## src/rtl/third_order_conv_bram_writer.sv

```systemverilog
// ============================================================================
// Module   : third_order_conv_bram_writer
// Brief    : Packs signed 8-bit third-order conv results four-per-word
//            (little-endian) and writes them to BRAM port A, one word per
//            frame position starting at BASE_ADDR. Pulses done when the
//            frame has been written so the port-B reader may start.
//            Optional macro THIRD_ORDER_CONV_RELU_EN clamps negative bytes
//            to zero before packing.
// Revision : 1.0 - initial release
// ============================================================================
`default_nettype none

module third_order_conv_bram_writer #(
  parameter logic [31:0] BASE_ADDR = 32'h0000_0000,
  parameter int          FRAME_LEN = 1024
) (
  input  logic        clk,
  input  logic        rst,
  input  logic        start,
  input  logic [7:0]  in_data,
  input  logic        in_valid,
  output logic        in_ready,
  output logic        BRAM_PORTA_0_clk,
  output logic [31:0] BRAM_PORTA_0_addr,
  output logic [31:0] BRAM_PORTA_0_din,
  output logic        BRAM_PORTA_0_en,
  output logic [3:0]  BRAM_PORTA_0_we,
  output logic        busy,
  output logic        done
);

  // Index of the final element; 21 bits covers FRAME_LEN up to 2^20.
  localparam logic [20:0] c_LAST_IDX = 21'(FRAME_LEN - 1);

  typedef enum logic [1:0] {
    S_IDLE  = 2'd0,
    S_PACK  = 2'd1,
    S_FLUSH = 2'd2,
    S_DONE  = 2'd3
  } state_t;

  state_t      r_state;
  logic [1:0]  r_lane_idx;
  logic [20:0] r_elem_cnt;
  logic [31:0] r_word_addr;
  logic [31:0] r_pack;
  logic        r_in_ready;
  logic        r_en;
  logic [3:0]  r_we;
  logic [31:0] r_din;
  logic [31:0] r_addr;
  logic        r_busy;
  logic        r_done;

  logic [7:0]  w_byte;
  logic        w_xfer;
  logic        w_last;
  logic        w_word_end;
  logic [31:0] w_word;
  logic [3:0]  w_mask;

`ifdef THIRD_ORDER_CONV_RELU_EN
  // Negative results are clamped to zero before they reach the pack register.
  assign w_byte = in_data[7] ? 8'h00 : in_data;
`else
  assign w_byte = in_data;
`endif

  assign w_xfer     = in_valid && r_in_ready;
  assign w_last     = (r_elem_cnt == c_LAST_IDX);
  assign w_word_end = w_xfer && ((r_lane_idx == 2'd3) || w_last);

  // Current pack contents with the incoming byte merged into its lane; lanes
  // above lane_idx are still zero because the pack register is cleared per word.
  always_comb begin
    w_word = r_pack;
    w_word[{r_lane_idx, 3'b000} +: 8] = w_byte;
  end

  // Byte-enable mask covering lanes 0..lane_idx of the word being completed.
  always_comb begin
    w_mask = 4'b0000;
    case (r_lane_idx)
      2'd0: w_mask = 4'b0001;
      2'd1: w_mask = 4'b0011;
      2'd2: w_mask = 4'b0111;
      2'd3: w_mask = 4'b1111;
      default: w_mask = 4'b0000;
    endcase
  end

  // Frame FSM, packing datapath and registered BRAM write port.
  always_ff @(posedge clk) begin
    if (rst) begin
      r_state     <= S_IDLE;
      r_lane_idx  <= 2'd0;
      r_elem_cnt  <= 21'd0;
      r_word_addr <= 32'd0;
      r_pack      <= 32'd0;
      r_in_ready  <= 1'b0;
      r_en        <= 1'b0;
      r_we        <= 4'b0000;
      r_din       <= 32'd0;
      r_addr      <= 32'd0;
      r_busy      <= 1'b0;
      r_done      <= 1'b0;
    end else begin
      // Write strobes and done are single-cycle unless re-armed below.
      r_en   <= 1'b0;
      r_we   <= 4'b0000;
      r_done <= 1'b0;
      case (r_state)
        S_IDLE: begin
          if (start) begin
            r_state     <= S_PACK;
            r_lane_idx  <= 2'd0;
            r_elem_cnt  <= 21'd0;
            r_word_addr <= BASE_ADDR;
            r_pack      <= 32'd0;
            r_in_ready  <= 1'b1;
            r_busy      <= 1'b1;
          end
        end
        S_PACK: begin
          if (w_xfer) begin
            r_lane_idx <= r_lane_idx + 2'd1;
            r_elem_cnt <= r_elem_cnt + 21'd1;
            if (w_word_end) begin
              // Hand the word to the write register; packing of the next
              // word continues next cycle with no bubble.
              r_din       <= w_word;
              r_we        <= w_mask;
              r_en        <= 1'b1;
              r_addr      <= r_word_addr;
              r_word_addr <= r_word_addr + 32'd4;
              r_pack      <= 32'd0;
            end else begin
              r_pack <= w_word;
            end
            if (w_last) begin
              r_state    <= S_FLUSH;
              r_in_ready <= 1'b0;
            end
          end
        end
        S_FLUSH: begin
          // Final write is on the port this cycle.
          r_state <= S_DONE;
          r_done  <= 1'b1;
        end
        S_DONE: begin
          r_state <= S_IDLE;
          r_busy  <= 1'b0;
        end
      endcase
    end
  end

  assign in_ready          = r_in_ready;
  assign BRAM_PORTA_0_clk  = clk;
  assign BRAM_PORTA_0_addr = r_addr;
  assign BRAM_PORTA_0_din  = r_din;
  assign BRAM_PORTA_0_en   = r_en;
  assign BRAM_PORTA_0_we   = r_we;
  assign busy              = r_busy;
  assign done              = r_done;

endmodule

`default_nettype wire

```

## config.mk

```make
export PLATFORM = sky130hd
export DESIGN_NAME = third_order_conv_bram_writer
export DESIGN_NICKNAME = d
export VERILOG_FILES = /design/src/rtl/third_order_conv_bram_writer.sv
export SDC_FILE = /design/constraint.sdc
export NUM_CORES = 1
export LEC_CHECK = 0
export ABC_AREA = 0
export CORE_UTILIZATION = 45
export CTS_CLUSTER_DIAMETER = 40
export DETAILED_ROUTE_END_ITERATION = 7
export MAX_ROUTING_LAYER = met4
export PLACE_DENSITY = 0.67
export SLEW_MARGIN = 25
export SYNTH_ARGS = -nofsm -noshare
export SYNTH_HDL_FRONTEND = slang
export SYNTH_SLANG_ARGS = --single-unit
```

## constraint.sdc

```tcl
create_clock -name clk -period 2.8 [get_ports clk]
set_clock_uncertainty 0.1 [all_clocks]
set_input_delay 0.28 -clock clk [delete_from_list [all_inputs] [get_ports clk]]
set_output_delay 0.28 -clock clk [all_outputs]
set_load 0.02 [all_outputs]
```

==> results of run 1 <==
## sequential cells by signal, summed over array words and instances (netlist names)
name	flops
in_ready	1
r_word_addr	30
done	1
r_state	2
BRAM_PORTA_0_addr	30
BRAM_PORTA_0_en	1
r_lane_idx	2
r_elem_cnt	21
busy	1
r_pack	32
BRAM_PORTA_0_din	32
BRAM_PORTA_0_we	4
## cell usage in the layout (no fill, tap or decap), types with 12 or more instances in the layout
cell type,Yosys,layout
nand2_1,165,164
nor2_1,79,79
a22oi_1,34,34
o21ai_0,29,29
clkdlybuf4s50_1,0,81
ha_1,12,12
xnor2_1,12,12
buf_4,3,25
nand4_1,15,15
inv_1,17,17
clkbuf_16,0,20
nand3_1,19,19
a22o_1,24,24
a21oi_1,83,83
dfxtp_1,157,157
## cells in the mapped netlist, types with 2 or more instances
library cell,instances
nor4_1,5
nor3_1,6
a2111oi_4,3
a22o_1,24
and2_1,4
and3_1,11
dfxtp_1,157
nor2_2,2
o21ai_0,29
o211ai_1,2
nand2b_1,6
a311oi_1,2
o21a_1,2
clkinv_1,2
nand4_1,15
nor2b_1,5
o31ai_1,7
a31oi_1,10
nand2_1,165
a22oi_1,34
a21oi_1,83
nand3_1,19
nor4_2,2
or4_1,2
clkbuf_1,42
xor2_1,9
buf_2,10
or3_1,7
a41oi_1,6
buf_4,3
ha_1,12
a211oi_1,3
inv_1,17
o41ai_1,2
xnor2_1,12
nand3b_1,3
a211oi_2,2
nand4b_1,2
and4_1,5
nor2_1,79
## path summary, 6_finish.rpt
check | startpoint | endpoint
worst min-delay path | BRAM_PORTA_0_addr[12] | BRAM_PORTA_0_addr[12]
worst max register to register | r_elem_cnt[16] | r_word_addr[25]
worst max-delay path | r_elem_cnt[16] | r_word_addr[25]
worst min register to register | BRAM_PORTA_0_addr[12] | BRAM_PORTA_0_addr[12]
## final cells by class
cell class | instances | area (µm²)
fillers | 1315 | 6200
well taps | 184 | 230
inverters | 19 | 71.3
repair buffers | 106 | 998
multi-input cells | 596 | 3400
flip-flops and latches | 157 | 3140
clock buffers | 23 | 538
clock inverters | 13 | 115
## where the power goes
| part | switching (mW) | internal (mW) | leakage [nW] |
|---|---|---|---|
| clock | 0.979 | 1.48 | 0.324 |
| sequential | 0.0293 | 2.27 | 1.26 |
| combinational | 0.630 | 0.258 | 1.28 |
| total | 1.64 | 4.00 | 2.87 |
## stage by stage
stage	setup WS (ns)	power (mW)	util, %
final	0.234	5.64	57.8
after global routing	0.0567	5.88	57.8
after CTS	0.223	5.69	57.8
after detailed placement	0.311	3.27	53.4
after global placement	0.387	3.26	53.4
after floorplan	0.483	3.00	-
## per-layer routing
| layer | vias up | routed length [µm] | track usage [%] |
|---|---|---|---|
| li1 | 3050 | - | - |
| met1 | 2943 | 7570 | 26.7 |
| met2 | 138 | 8500 | 39.5 |
| met3 | 25 | 607 | 4.79 |
| met4 | 0 | 366 | 10.7 |
| met5 | - | 0 | - |
## critical path: cells and delay by family, from the launching register on
| kind | cells | cell delay, ns |
|---|---|---|
| simple gates | 4 | 1.47 |
| compound gates | 2 | 0.59 |
| flops | 1 | 0.34 |
## cell families (layout without fill, tap and decap cells)
group,count (synthesis),count (layout),share of synthesized area [%]
other cells,1,2,0.0548
xor+xnor,21,21,2.69
buf+inv,75,161,4.57
mux,2,2,0.311
compound gates,216,216,21.4
fa+ha+maj,12,12,2.19
flops,157,157,45.9
simple gates,343,343,22.8
==> run_results.csv, run 1 <==
group,metric,value,unit
run_status,status,"finished, violations left",
run_status,violations,"design-rule violations",
timing,finalSetupTns,0,ns
placement,numPortBuffers,82,
drt,drc_errors,7,
drt,drt_wl_total,17.0,mm
flow_run,max-cap-violations,0,
clock_tree,insertion_delay,0.54,ns
drt,drt-initial-drc-count,380,
placement,placed_area,7850,µm²
pwr,cellLeakagePower,2.87,nW
worst_setup_path,cp-start-kind,"flop",
synthesis,async_flop_share,0,%
cells_and_area,area_delta_synth_final,24.2,%
timing,setup-violations-final,0,
die,num_rows,44,
clock_tree,cts.repair.resized,0,
placement,dp_hpwl,11.7,mm
global_routing,antenna_found_initial,0,
worst_setup_path,r2r_cells,6,
synthesis,yosys-top-cells-area,"dfxtp_1 46%, nand2_1 9.1%, a21oi_1 6.1%",
die,die_w,125,µm
timing,slew_violations,0,
clock_tree,cts_tree,"done",
placement,gp_congestion,0.896,
cells_and_area,n_antenna_cell,0,
worst_setup_path,slowest_stage,"or4_1",
min_path,hold_depth,2,
die,coreArea,14700,µm²
global_routing,first_global_vias,5876,
worst_setup_path,worstPathMaxFanout,6,
cells_and_area,drive_above_1_share,8.32,%
synthesis,syn-cell-area,6840,µm²
synthesis,synth-edff-count,0,
cells_and_area,stdcell_count,1098,
worst_setup_path,cp_data_required_time,3.16,ns
clock_tree,postCtsHoldBufs,1,
timing,fmax,390,MHz
synthesis,yosys.area.top_type_share,45.9,%
worst_setup_path,cp.arrival,2.93,ns
worst_setup_path,max_stage_delay,0.48,ns
drt,ant_nets,0,
synthesis,syn_inst,827,
cells_and_area,nets,925,
worst_setup_path,worstSetupPathType,"flop to flop",
timing,final-hold-violation-count,0,
timing,max_slew_margin,55.7,%
clock_tree,post_cts_buffers,0,
die,initial_core_util,46.6,%
global_routing,grt_start_max_net_pins,59,
synthesis,yosys_register_bits,157,
timing,final.period_utilization,91.6,%
pwr,vdd_drop_max,414,µV
placement,post-place-cells,1062,
timing,tightest_slew,0.663,ns
min_path,hold_path_class,"flop to flop",
drt,dr.pass1.iters,7,
timing,hold_slack,0.352,ns
global_routing,grt_pass1_wl,28.5,mm
drt,post_drt_wl_per_cell,15.5,µm
pwr,p_per_area,663,nW/µm²
die,die_area,15700,µm²
drt,via_count,6156,
synthesis,syn_avg_cell_area,8.27,µm²
synthesis,synth_ff_type,"dfxtp_1",
drt,vias_per_cell,5.61,
worst_setup_path,crit_path_cell_trace,"nor4_1 > nand4_1 > o31ai_4 > nand3_1 > or4_1 > a31oi_1",
timing,rsz0062_at_grt,"no",
synthesis,ys_types,56,
clock_tree,path_clk_slew,0.06,ns
synthesis,ys_seq_area_share,45.9,%
global_routing,grt_usage,23.4,%
synthesis,synth_top_area_cell,"dfxtp_1",
worst_setup_path,end_kind,"flop",
global_routing,overflow,0,
timing,finalCriticalPeriod,2.57,ns
cells_and_area,fin_area,8500,µm²
die,die_height,125,µm
die,ioPinCount,85,
synthesis,yosys_warnings,0,
worst_setup_path,r2r_slack,0.23,ns
(Power assumes the default switching activity.)
==> run 2, diff against run 1 <==
ABC_CLOCK_PERIOD_IN_PS = 2800   (was not set)
==> results of run 2 <==
Same layout as run 1: the final DEF is identical, and so are final timing and power.
==> run 3, diff against run 2 <==
CELL_PAD_IN_SITES_DETAIL_PLACEMENT = 1   (was not set)
CELL_PAD_IN_SITES_GLOBAL_PLACEMENT = 1   (was not set)
CORE_UTILIZATION = 41   (was 45)
PLACE_DENSITY = not set   (was 0.67)
PLACE_DENSITY_LB_ADDON = 0.1   (was not set)
==> run 3 against run 2 <==
The flow now finishes without violations. Sequential share of layout area is 0.35 points lower. Design area rose by 0.94%. Critical path depth fell by 3. Total power up 5.2%. Sequential power about the same. Critical path type is now clock port to primary output.
==> run_results.csv, run 3 (same netlist as run 1, synthesis figures left out) <==
group,metric,value,unit
run_status,status,"complete, no violations",
die,die_area,17200,µm²
die,die_height,131,µm
die,initial_core_util,42.5,%
pwr,internal_power,4.23,mW
placement,post-place-cells,1090,
worst_setup_path,cp.arrival,2.19,ns
cells_and_area,nets,920,
global_routing,grt_pass1_wl,33.5,mm
pwr,combPwrFrac,15.6,%
cells_and_area,fin_area,8580,µm²
drt,drc_errors,0,
drt,ant_nets,0,
cells_and_area,stdcell_count,1125,
pwr,switchingPower,1.70,mW
min_path,hold_path_class,"input pin to flop",
timing,setup-violations-final,0,
die,num_rows,46,
worst_setup_path,r2r_cells,6,
global_routing,first_global_vias,6644,
drt,post_drt_wl_per_cell,17.8,µm
clock_tree,cts_tree,"done",
flow_run,max-cap-violations,0,
clock_tree,path_clk_slew,0.06,ns
worst_setup_path,end_kind,"primary output",
pwr,swShare,28.7,%
clock_tree,postCtsHoldBufs,0,
clock_tree,post_cts_buffers,0,
clock_tree,cts.repair.resized,0,
min_path,min_to,"busy",
global_routing,overflow,0,
die,ioPinCount,85,
placement,numPortBuffers,82,
global_routing,grt_usage,25.0,%
pwr,p_per_area,692,nW/µm²
timing,tightest_slew,0.733,ns
timing,finalCriticalPeriod,2.57,ns
worst_setup_path,r2r_start,"r_elem_cnt[12]",
timing,final-hold-violation-count,0,
cells_and_area,layout_commonest_cell,"nand2_1",
clock_tree,insertion_delay,0.54,ns
worst_setup_path,cp_data_required_time,2.42,ns
cells_and_area,drive_above_1_share,7.81,%
worst_setup_path,r2r_end,"r_word_addr[8]",
drt,drt_wl_total,20.0,mm
timing,finalSetupTns,0,ns
global_routing,antenna_found_initial,0,
placement,placed_area,7880,µm²
die,die_w,131,µm
cells_and_area,final_cell_mix,"164 x nand2_1, 157 x dfxtp_1, 83 x a21oi_1",
global_routing,grt_start_max_net_pins,84,
timing,rsz0062_at_grt,"no",
pwr,cellLeakagePower,2.85,nW
cells_and_area,area_delta_synth_final,25.4,%
timing,fmax,392,MHz
timing,max_slew_margin,51.0,%
drt,vias_per_cell,5.58,
cells_and_area,n_antenna_cell,0,
die,coreArea,16100,µm²
drt,dr.pass1.iters,4,
worst_setup_path,worstSetupPathType,"clock port to primary output",
worst_setup_path,r2r_slack,0.25,ns
placement,dp_hpwl,13.8,mm
drt,via_count,6275,
pwr,vdd_drop_max,511,µV
pwr,clockPowerShare,45.6,%
pwr,power.total,5.93,mW
timing,slew_violations,0,
min_path,worstHoldStart,"rst",
timing,final.period_utilization,91.8,%
min_path,hold_depth,2,
worst_setup_path,cp-start-kind,"clock port",
placement,gp_congestion,0.815,
pwr,power_frac_seq,38.8,%
worst_setup_path,worstPathMaxFanout,2,
drt,drt-initial-drc-count,309,
==> run 3: stage by stage <==
step,worst slack [ns],util [%],hold slack (ns)
2_1_floorplan,0.483,-,0.293
3_3_place_gp,0.419,48.9,0.342
3_5_place_dp,0.267,48.9,0.348
4_1_cts,0.217,53.2,0.0791
5_1_grt,0.0459,53.2,0.0966
6_report,0.229,53.2,0.0816
==> run 3: power by group through the flow <==
stage / combinational (mW) / clock [mW] / sequential, mW
after floorplan: 0.599 / 0.0417 / 2.36
after global routing: 1.00 / 2.85 / 2.30
after detailed placement: 0.916 / 0.0480 / 2.35
after global placement: 0.888 / 0.0480 / 2.34
final: 0.927 / 2.71 / 2.30
after CTS: 0.925 / 2.75 / 2.30
==> run 3: worst max path at each step <==
| stage | to | from | cells after the start |
|---|---|---|---|
| after floorplan | r_elem_cnt[7] | r_state[0] | 8 |
| after global placement | r_elem_cnt[16] | r_state[1] | 7 |
| after detailed placement | r_elem_cnt[16] | r_state[1] | 7 |
| after CTS | BRAM_PORTA_0_clk | clk | 3 |
| after global routing | r_word_addr[15] | r_elem_cnt[12] | 6 |
| final | BRAM_PORTA_0_clk | clk | 3 |
==> run 3: area by class of cell <==
class	instances	area, µm²
Clock inverter	14	194
Fill cell	1899	7540
Sequential cell	157	3140
Clock buffer	22	514
Multi-Input combinational cell	596	3400
Inverter	19	71.3
Tap cell	216	270
Timing Repair Buffer	101	983
==> run 3: critical path, cell delays in order <==
cell and delay (ns):
clkbuf_16 0.12, clkbuf_16 0.13, clkdlybuf4s50_1 0.54
==> run 3: layer usage <==
layer  GRT usage [%]  routed length (µm)  part of all wire (%)  up-vias
li1                -                   -                     -     3028
met1            28.2                8610                    43     3094
met2            43.1               10200                    51      120
met3            3.94                 604                   3.0       33
met4            11.9                 527                   2.6        0
met5               -                   0                     0        -
